$ cat src/rtl/multdiv_sequencer_pkg.sv
// Shared definitions for the ALU operation sequencer: opcodes, exception codes,
// FSM encoding and default parameters.
package multdiv_sequencer_pkg;

    localparam int MD_CYCLES_DEF   = 34;
    localparam int RSTATUS_REG_DEF = 30;

    localparam logic [4:0] OP_ADD  = 5'b00000;
    localparam logic [4:0] OP_SUB  = 5'b00001;
    localparam logic [4:0] OP_AND  = 5'b00010;
    localparam logic [4:0] OP_OR   = 5'b00011;
    localparam logic [4:0] OP_SLL  = 5'b00100;
    localparam logic [4:0] OP_SRA  = 5'b00101;
    localparam logic [4:0] OP_MULT = 5'b00110;
    localparam logic [4:0] OP_DIV  = 5'b00111;

    localparam logic [2:0] EXC_NONE = 3'd0;
    localparam logic [2:0] EXC_ADD  = 3'd1;
    localparam logic [2:0] EXC_SUB  = 3'd3;
    localparam logic [2:0] EXC_MULT = 3'd4;
    localparam logic [2:0] EXC_DIV  = 3'd5;

    typedef enum logic [1:0] {
        IDLE = 2'd0,
        BUSY = 2'd1,
        DONE = 2'd2
    } state_e;

    function automatic logic is_md_op(input logic [4:0] op);
        return (op == OP_MULT) || (op == OP_DIV);
    endfunction

    // Overflow only means something for the arithmetic ops; logic/shift/reserved ignore it.
    function automatic logic [2:0] exc_code(input logic [4:0] op, input logic ovf);
        logic [2:0] code;
        code = EXC_NONE;
        if (ovf) begin
            case (op)
                OP_ADD:  code = EXC_ADD;
                OP_SUB:  code = EXC_SUB;
                OP_MULT: code = EXC_MULT;
                OP_DIV:  code = EXC_DIV;
                default: code = EXC_NONE;
            endcase
        end
        return code;
    endfunction

endpackage

$ cat src/rtl/multdiv_sequencer_cycle_counter.sv
// Down-counter that times how long mult/div operands are held at the ALU.
module md_cycle_counter #(
    parameter int W = 6
) (
    input  logic         clock,
    input  logic         reset,
    input  logic         clear,
    input  logic         load,
    input  logic [W-1:0] load_value,
    input  logic         dec,
    output logic         zero
);

    logic [W-1:0] count;

    always_ff @(posedge clock or posedge reset) begin
        if (reset) begin
            count <= '0;
        end else if (clear) begin
            count <= '0;
        end else if (load) begin
            count <= load_value;
        end else if (dec && (count != '0)) begin
            count <= count - W'(1);
        end
    end

    assign zero = (count == '0);

endmodule

$ cat src/rtl/multdiv_sequencer.sv
// Sequences ops from the D/X stage onto a shared ALU: single-cycle ops stream at
// one per cycle, mult/div hold the ALU operands for MD_CYCLES cycles.
module multdiv_sequencer
    import multdiv_sequencer_pkg::*;
#(
    parameter int MD_CYCLES   = MD_CYCLES_DEF,
    parameter int RSTATUS_REG = RSTATUS_REG_DEF
) (
    input  logic        clock,
    input  logic        reset,
    input  logic        in_valid,
    output logic        in_ready,
    input  logic [4:0]  in_opcode,
    input  logic [4:0]  in_shamt,
    input  logic [4:0]  in_rd,
    input  logic [31:0] in_a,
    input  logic [31:0] in_b,
    input  logic        in_flush,
    output logic [4:0]  alu_opcode,
    output logic [4:0]  alu_shamt,
    output logic [31:0] alu_a,
    output logic [31:0] alu_b,
    input  logic [31:0] alu_result,
    input  logic        alu_overflow,
    output logic        out_valid,
    output logic [31:0] out_result,
    output logic [4:0]  out_rd,
    output logic [2:0]  out_exc,
    output state_e      fsm_state
);

    localparam int CNT_W = (MD_CYCLES > 1) ? $clog2(MD_CYCLES) : 1;

    // Handshake: an op transfers on a rising edge where in_valid && in_ready are both
    // high and in_flush is low; in_ready depends only on state, never on in_valid.
    state_e      state_q, state_d;
    logic        accept;
    logic        cnt_load, cnt_dec, cnt_zero, md_capture;
    logic        single_pend;
    logic [4:0]  op_rd;
    logic        cap_valid;
    logic [31:0] cap_result;
    logic [4:0]  cap_rd;
    logic [2:0]  cap_exc;

    assign in_ready  = (state_q == IDLE);
    assign accept    = in_valid && in_ready && !in_flush;
    assign fsm_state = state_q;

    always_ff @(posedge clock or posedge reset) begin
        if (reset) state_q <= IDLE;
        else       state_q <= state_d;
    end

    always_comb begin
        state_d    = state_q;
        cnt_load   = 1'b0;
        cnt_dec    = 1'b0;
        md_capture = 1'b0;
        case (state_q)
            IDLE: begin
                if (accept && is_md_op(in_opcode)) begin
                    state_d  = BUSY;
                    cnt_load = 1'b1;
                end
            end
            BUSY: begin
                if (cnt_zero) begin
                    md_capture = 1'b1;
                    state_d    = DONE;
                end else begin
                    cnt_dec = 1'b1;
                end
            end
            DONE:    state_d = IDLE;
            default: state_d = IDLE;
        endcase
        if (in_flush) begin
            state_d    = IDLE;
            cnt_load   = 1'b0;
            cnt_dec    = 1'b0;
            md_capture = 1'b0;
        end
    end

    md_cycle_counter #(.W(CNT_W)) u_counter (
        .clock      (clock),
        .reset      (reset),
        .clear      (in_flush),
        .load       (cnt_load),
        .load_value (CNT_W'(MD_CYCLES - 1)),
        .dec        (cnt_dec),
        .zero       (cnt_zero)
    );

    always_ff @(posedge clock or posedge reset) begin
        if (reset) begin
            alu_opcode  <= '0;
            alu_shamt   <= '0;
            alu_a       <= '0;
            alu_b       <= '0;
            op_rd       <= '0;
            single_pend <= 1'b0;
        end else begin
            single_pend <= accept && !is_md_op(in_opcode);
            if (accept) begin
                alu_opcode <= in_opcode;
                alu_shamt  <= in_shamt;
                alu_a      <= in_a;
                alu_b      <= in_b;
                op_rd      <= in_rd;
            end
        end
    end

    // Capture stage: ALU output for the op currently presented on alu_*.
    always_ff @(posedge clock or posedge reset) begin
        if (reset) begin
            cap_valid  <= 1'b0;
            cap_result <= '0;
            cap_rd     <= '0;
            cap_exc    <= '0;
        end else begin
            cap_valid <= !in_flush && (single_pend || md_capture);
            if (!in_flush && (single_pend || md_capture)) begin
                cap_result <= alu_result;
                cap_rd     <= op_rd;
                cap_exc    <= exc_code(alu_opcode, alu_overflow);
            end
        end
    end

    // Exceptions are redirected to the status register as a small code.
    always_ff @(posedge clock or posedge reset) begin
        if (reset) begin
            out_valid  <= 1'b0;
            out_result <= '0;
            out_rd     <= '0;
            out_exc    <= '0;
        end else begin
            out_valid <= cap_valid && !in_flush;
            if (cap_valid && !in_flush) begin
                out_exc <= cap_exc;
                if (cap_exc != EXC_NONE) begin
                    out_rd     <= 5'(RSTATUS_REG);
                    out_result <= {29'd0, cap_exc};
                end else begin
                    out_rd     <= cap_rd;
                    out_result <= cap_result;
                end
            end
        end
    end

endmodule

$ cat config.mk
export PLATFORM = sky130hd
export DESIGN_NAME = multdiv_sequencer
export DESIGN_NICKNAME = d
export VERILOG_FILES = /design/src/rtl/multdiv_sequencer_pkg.sv /design/src/rtl/multdiv_sequencer_cycle_counter.sv /design/src/rtl/multdiv_sequencer.sv
export SDC_FILE = /design/constraint.sdc
export NUM_CORES = 1
export LEC_CHECK = 0
export CORE_ASPECT_RATIO = 0.5
export CORE_MARGIN = 2
export CORE_UTILIZATION = 50
export DETAILED_ROUTE_END_ITERATION = 6
export DONT_BUFFER_PORTS = 1
export PLACE_DENSITY = 0.68
export SETUP_SLACK_MARGIN = 0.15
export SYNTH_ARGS = -nofsm -noshare
export SYNTH_HDL_FRONTEND = slang
export SYNTH_SLANG_ARGS = --single-unit
$ cat constraint.sdc
create_clock -name clock -period 4.8 [get_ports clock]
set_clock_uncertainty 0.2 [all_clocks]
set_input_delay 0.24 -clock clock [delete_from_list [all_inputs] [get_ports clock]]
set_output_delay 0.24 -clock clock [all_outputs]
set_load 0.02 [all_outputs]
## Word level (Yosys, flattened, before mapping)

Cells that the tools add are included.

| storage, ports and cells | value |
|---|---|
| flip-flop bits (word level) | 170 |
| word-level logic and storage cells | 63 |
| output and inout bits | 118 |
| latch bits | 0 |
| memories | 0 |
| bits in read-only memories | 0 |
| RAM bits | 0 |

| cells by class | value |
|---|---|
| eq/ne operators | 8 |
| bitwise gates (word level) | 0 |
| div/mod/pow operators | 0 |
| shift-type cells | 0 |
| mux-type cells | 20 |
| $add $sub $neg | 1 |
| multiply operators | 0 |
| reductions and logical operators | 18 |
| order comparisons | 0 |

Operator list:

| operator | count |
|---|---|
| two-way mux 32 bit | 1 |
| equality test 5 x 3 -> 1 bit, second input constant | 4 |
| two-way mux 6 bit | 3 |
| case mux 3 bit (4 select lines) | 1 |
| two-way mux 1 bit | 9 |
| logical AND 1 bit | 7 |
| logical NOT 6 bit | 1 |
| two-way mux 2 bit | 3 |
| nonzero test 3 bit | 2 |
| nonzero test 6 bit | 1 |
| subtractor 6 x 1 -> 6 bit, second input constant | 1 |
| equality test 5 x 1 -> 1 bit, second input constant | 1 |
| logical NOT 5 bit | 1 |
| two-way mux 5 bit | 1 |
| case mux 2 bit (2 select lines) | 1 |
| two-way mux 3 bit | 1 |
| != test 3 x 1 -> 1 bit, second input constant | 1 |
| != test 3 bit, second input constant | 1 |
| equality test 2 x 1 -> 1 bit, second input constant | 1 |
| logical NOT 1 bit | 2 |
| logical NOT 2 bit | 1 |
| logical OR 1 bit | 2 |
| AND reduction 2 bit | 1 |

## Depth between registers and ports, before layout

| logic depth | value |
|---|---|
| depth in word-level cells | 9 |
| gate-level depth with buffers | 6 |

## Cells and area by module

From an unflattened synthesis, not the netlist that was laid out.

| second synthesis, totals | value |
|---|---|
| cell total of the unflattened synthesis | 435 |
| area total of the unflattened synthesis | 7006.7 sq um |

Modules (own cells, without submodules):

| module | cells an instance | instances | sequential area each (sq um) | area each (sq um) |
|---|---|---|---|---|
| multdiv_sequencer | 382 | 1 | 4103.9 | 6558.8 |
| md_cycle_counter | 53 | 1 | 150.1 | 447.9 |

## Worst setup path before layout

OpenSTA, ideal clock, no wires.

| path | value |
|---|---|
| kind | register to register |
| start | register u_counter.count[2] |
| end | register cap_exc[2] |
| library setup time | 125 ps |
| path buffers | 1 |
| path slack | 2739 ps |
| clock period less this slack | 2061 ps |
| arrival time | 1735 ps |
| cell stages (with the launch flop) | 5 |
| cell sequence | dfrtp_1 -> or4_1 -> o32a_4 -> buf_6 -> mux2_4 |

| between the ends | value |
|---|---|
| word-level cells in the longest chain between the ends | 6 |

Ends and longest elaborated chain:

| what | line | text |
|---|---|---|
| from (decl) | multdiv_sequencer_cycle_counter.sv:14 | `logic [W-1:0] count;` |
| from (signal assigned) | multdiv_sequencer_cycle_counter.sv:22 | `count <= load_value;` |
| from (signal assigned) | multdiv_sequencer_cycle_counter.sv:24 | `count <= count - W'(1);` |
| logical NOT 6 bit | multdiv_sequencer_cycle_counter.sv:28 | `assign zero = (count == '0);` |
| two-way mux 1 bit | multdiv_sequencer.sv:68 | `if (cnt_zero) begin` |
| two-way mux 1 bit | multdiv_sequencer.sv:60 | `case (state_q)` |
| two-way mux 1 bit | multdiv_sequencer.sv:78 | `if (in_flush) begin` |
| logical OR 1 bit | multdiv_sequencer.sv:125 | `if (!in_flush && (single_pend \|\| md_capture)) begin` |
| logical AND 1 bit | multdiv_sequencer.sv:125 |  |
| to (signal assigned) | multdiv_sequencer.sv:128 | `cap_exc <= exc_code(alu_opcode, alu_overflow);` |
| to (decl) | multdiv_sequencer.sv:44 | `logic [2:0] cap_exc;` |

No other way between the ends.
A chain may end at the register's enable or synchronous reset.

## Worst setup path after layout

| path | value |
|---|---|
| start | register u_counter.count[0] |
| end | register cap_result[31] |

| between the ends | value |
|---|---|
| word-level cells in the longest chain between the ends | 6 |

Ends and longest elaborated chain:

| what | line | text |
|---|---|---|
| logical NOT 6 bit | multdiv_sequencer_cycle_counter.sv:28 |  |
| two-way mux 1 bit | multdiv_sequencer.sv:68 |  |
| two-way mux 1 bit | multdiv_sequencer.sv:60 |  |
| two-way mux 1 bit | multdiv_sequencer.sv:78 |  |
| logical OR 1 bit | multdiv_sequencer.sv:125 |  |
| logical AND 1 bit | multdiv_sequencer.sv:125 |  |
| to (signal assigned) | multdiv_sequencer.sv:126 | `cap_result <= alu_result;` |
| to (decl) | multdiv_sequencer.sv:42 | `logic [31:0] cap_result;` |

No other way between the ends.

==> out/summary.txt <==
Max transition margin - 38.9%
Worst EP arrival - 2.53 ns
worst stage delay on the critical path - 0.71 ns
post-synthesis cell area - 0.00671 mm2
MaxCap Viol Count - 0
GRT Util Overall - 22.5%
DIE HEIGHT - 85.9 um
grt ovf - 0
Worst Hold Class - in -> reg
CP cell instances - inv_1 > ha_1 > nand2b_1 > o32a_4 > mux2_2
DR WL/cell - 17.6 um
Fill cells - 920
outcome - complete, no violations
Worst path slowest cell - o32a_4
Max Buffers Root-to-Sink - 2
pwr/cell area - 461 mW/mm2
post-CTS sizing - 0
HPWL after DPL - 8.84 mm
PortBufs - 0
die area - 0.0144 mm2
Final Hold Fails - 0
vias in the first global route - 4918
f_max - 0.410 GHz
CTS tree - built
Root Buffer - clkbuf_16
most frequent cells in the layout - nand2_1, dfrtp_1, dlygate4sd3_1, mux2_4, a22o_1
DRT Pass-1 Iters - 4
standard-cell rows - 29
Ys Warns - 0
buffer and inverter count on the worst path - 1
commonest non-fill, non-tap cell in the layout - nand2_1
post-synthesis cell count - 596
# DRC - 0
clock-pin slew on the worst setup and hold paths - 0.07 ns
Setup CP Type - reg -> reg
Final Cell Area - 0.00855 mm2
maximum fanout along the worst path - 41
wire length of the first global-routing pass - 25.7 mm
Die X - 168 um
Starting Density - 52.1%
core outline area - 0.0129 mm2
Syn Nets - 714
count of nets after finishing - 821
pins over their slew limit - 0
Final Wtd Congestion - 0.806
ratio of cells with drive above 1 in the final layout - 11.6%
register cell area after layout - 0.00425 mm2
DRT iter0 DRCs - 352
Routed WL - 15.5 mm
routed via count - 4739
RSZ-0062 raised after global routing - no
TritonCTS buffer count - 17
vias per cell - 5.35
post-synthesis register bit count - 170
multi-input logic area - 0.00230 mm2
launching element type of the critical path - flip-flop
Final period util - 50.8%
Worst-Margin Slew - 0.914 ns
largest net degree at the start of global routing - 87
antenna diode count - 0
H-Tree Depth - 4
Post-DP Area - 0.00685 mm2
Pleak - 0.00430 uW
Setup-failing EPs final - 0
Routed Antenna Nets - 0
maximum vdd drop - 175 uV
Seq/Total Area, Yosys - 63.4%
Clk Latency, worst-skew pair - 0.41 ns
critical path endpoint category - flip-flop
setup_tns - 0 ns
Area growth, synth to finish - 27.4%
initial antenna violation count - 0
Largest delay share family, worst path - compound AO/OA/AOI/OAI gates
Worst EP required - 4.89 ns
clk sink count - 170
crit path time final - 2.44 ns
IO Pins - 234
Mean Syn Cell Area - 11.3 um2
post-synth cell types - 39
## where the power goes
group          leakage (uW)  internal (uW)  switching (uW)  total [uW]
combinational       0.00192            298             201         499
sequential          0.00212           1710             450        2160
clock              0.000263            703             582        1280
## cells by family after synthesis
group,after synthesis,synth area share [%]
AOI/OAI and AO/OA,53,6.65
adders and majority gates,2,0.373
buffers and inverters,39,2.65
DFF,170,63.4
muxes,43,9.34
and+or+nand+nor,289,17.6
## per-layer routing
metal	global-route usage, %	part of all wire (%)	up-vias
li1	-	-	2175
met1	29.3	44	2390
met2	37.9	50	158
met3	5.68	5.4	16
met4	7.11	1.1	0
met5	0	0	-
## through the flow
stage	cells	setup WS [ns]	hold slack [ns]	power, uW	utilization (%)
2_1_floorplan	596	2.19	0.145	2470	-
3_3_place_gp	740	2.47	0.127	2570	53.2
3_5_place_dp	740	2.41	0.135	2590	53.2
4_1_cts	885	2.39	0.00410	3970	66.4
5_1_grt	885	2.25	0.0487	4140	66.4
6_report	885	2.36	0.0197	3940	66.4
## state kept, by name (all words and copies together), names as in the netlist
name / cells
cap_exc: 3
out_exc: 3
cap_result: 32
alu_a: 32
alu_opcode: 5
out_result: 32
cap_rd: 5
op_rd: 5
cap_valid: 1
out_rd: 5
fsm_state: 2
alu_shamt: 5
alu_b: 32
single_pend: 1
u_counter.count: 6
out_valid: 1
## tightest hold or removal path, delay by kind of cell
kind,cells,cell delay (ns)
simple gates,2,0.21
mux,1,0.15
## Yosys cell counts
library cell	instances	area share, %
buf_6	4	0.67
clkbuf_1	27	1.5
o41ai_1	1	0.13
o22a_1	4	0.52
inv_1	7	0.39
nand3b_1	2	0.22
o211a_1	1	0.15
or3_1	2	0.19
a22oi_1	1	0.11
or4_1	1	0.11
nand2_1	253	14
nand2b_1	3	0.28
nand3_1	3	0.22
o21ai_1	1	0.074
mux2_4	39	8.7
nor2b_1	6	0.56
mux2i_1	3	0.45
ha_1	2	0.37
buf_2	1	0.074
nor3_1	2	0.15
dfrtp_1	170	63
nor4_1	1	0.093
or4bb_1	2	0.34
mux2_2	1	0.17
and3_1	1	0.093
o32ai_1	1	0.13
a22o_1	30	3.9
a2111o_1	1	0.17
or4b_2	1	0.15
o211ai_1	3	0.34
nor2_1	6	0.34
a21oi_1	1	0.074
o32a_4	1	0.34
nor3b_1	4	0.45
o21ai_0	6	0.45
a2111oi_0	1	0.13
nor4b_1	1	0.13
o311ai_0	1	0.13
nor4bb_1	1	0.15
## layout make-up
cell class              count  area share, %
inverters                   7          0.351
repair buffers            120           14.0
well taps                 170           2.49
multi-input cells         387           26.9
clock buffers              19           5.30
flip-flops and latches    170           49.8
clock inverters            12           1.23
## what timing repair did
| action | CTS | global route |
|---|---|---|
| hold buffers | 114 | 0 |
| buffers inserted | 0 | 0 |
| hold endpoints to repair | 162 | 0 |
## final timing paths
path / startpoint / to / slack [ns] / cells after the start
setup / recovery: u_counter.count[0]$_DFFE_PP0P_ / cap_result[31]$_DFFE_PP0P_ / 2.36 / 5
hold / removal: alu_overflow / cap_exc[1]$_DFFE_PP0P_ / 0.02 / 3
setup reg to reg: u_counter.count[0]$_DFFE_PP0P_ / cap_result[31]$_DFFE_PP0P_ / 2.36 / 5
hold reg to reg: op_rd[2]$_DFFE_PP0P_ / op_rd[2]$_DFFE_PP0P_ / 0.28 / 2
max in group asynchronous: reset / cap_rd[3]$_DFFE_PP0P_ / 3.04 / 3
min in group asynchronous: reset / alu_b[0]$_DFFE_PP0P_ / 0.31 / 2
Power figures use the tool's default switching activity.
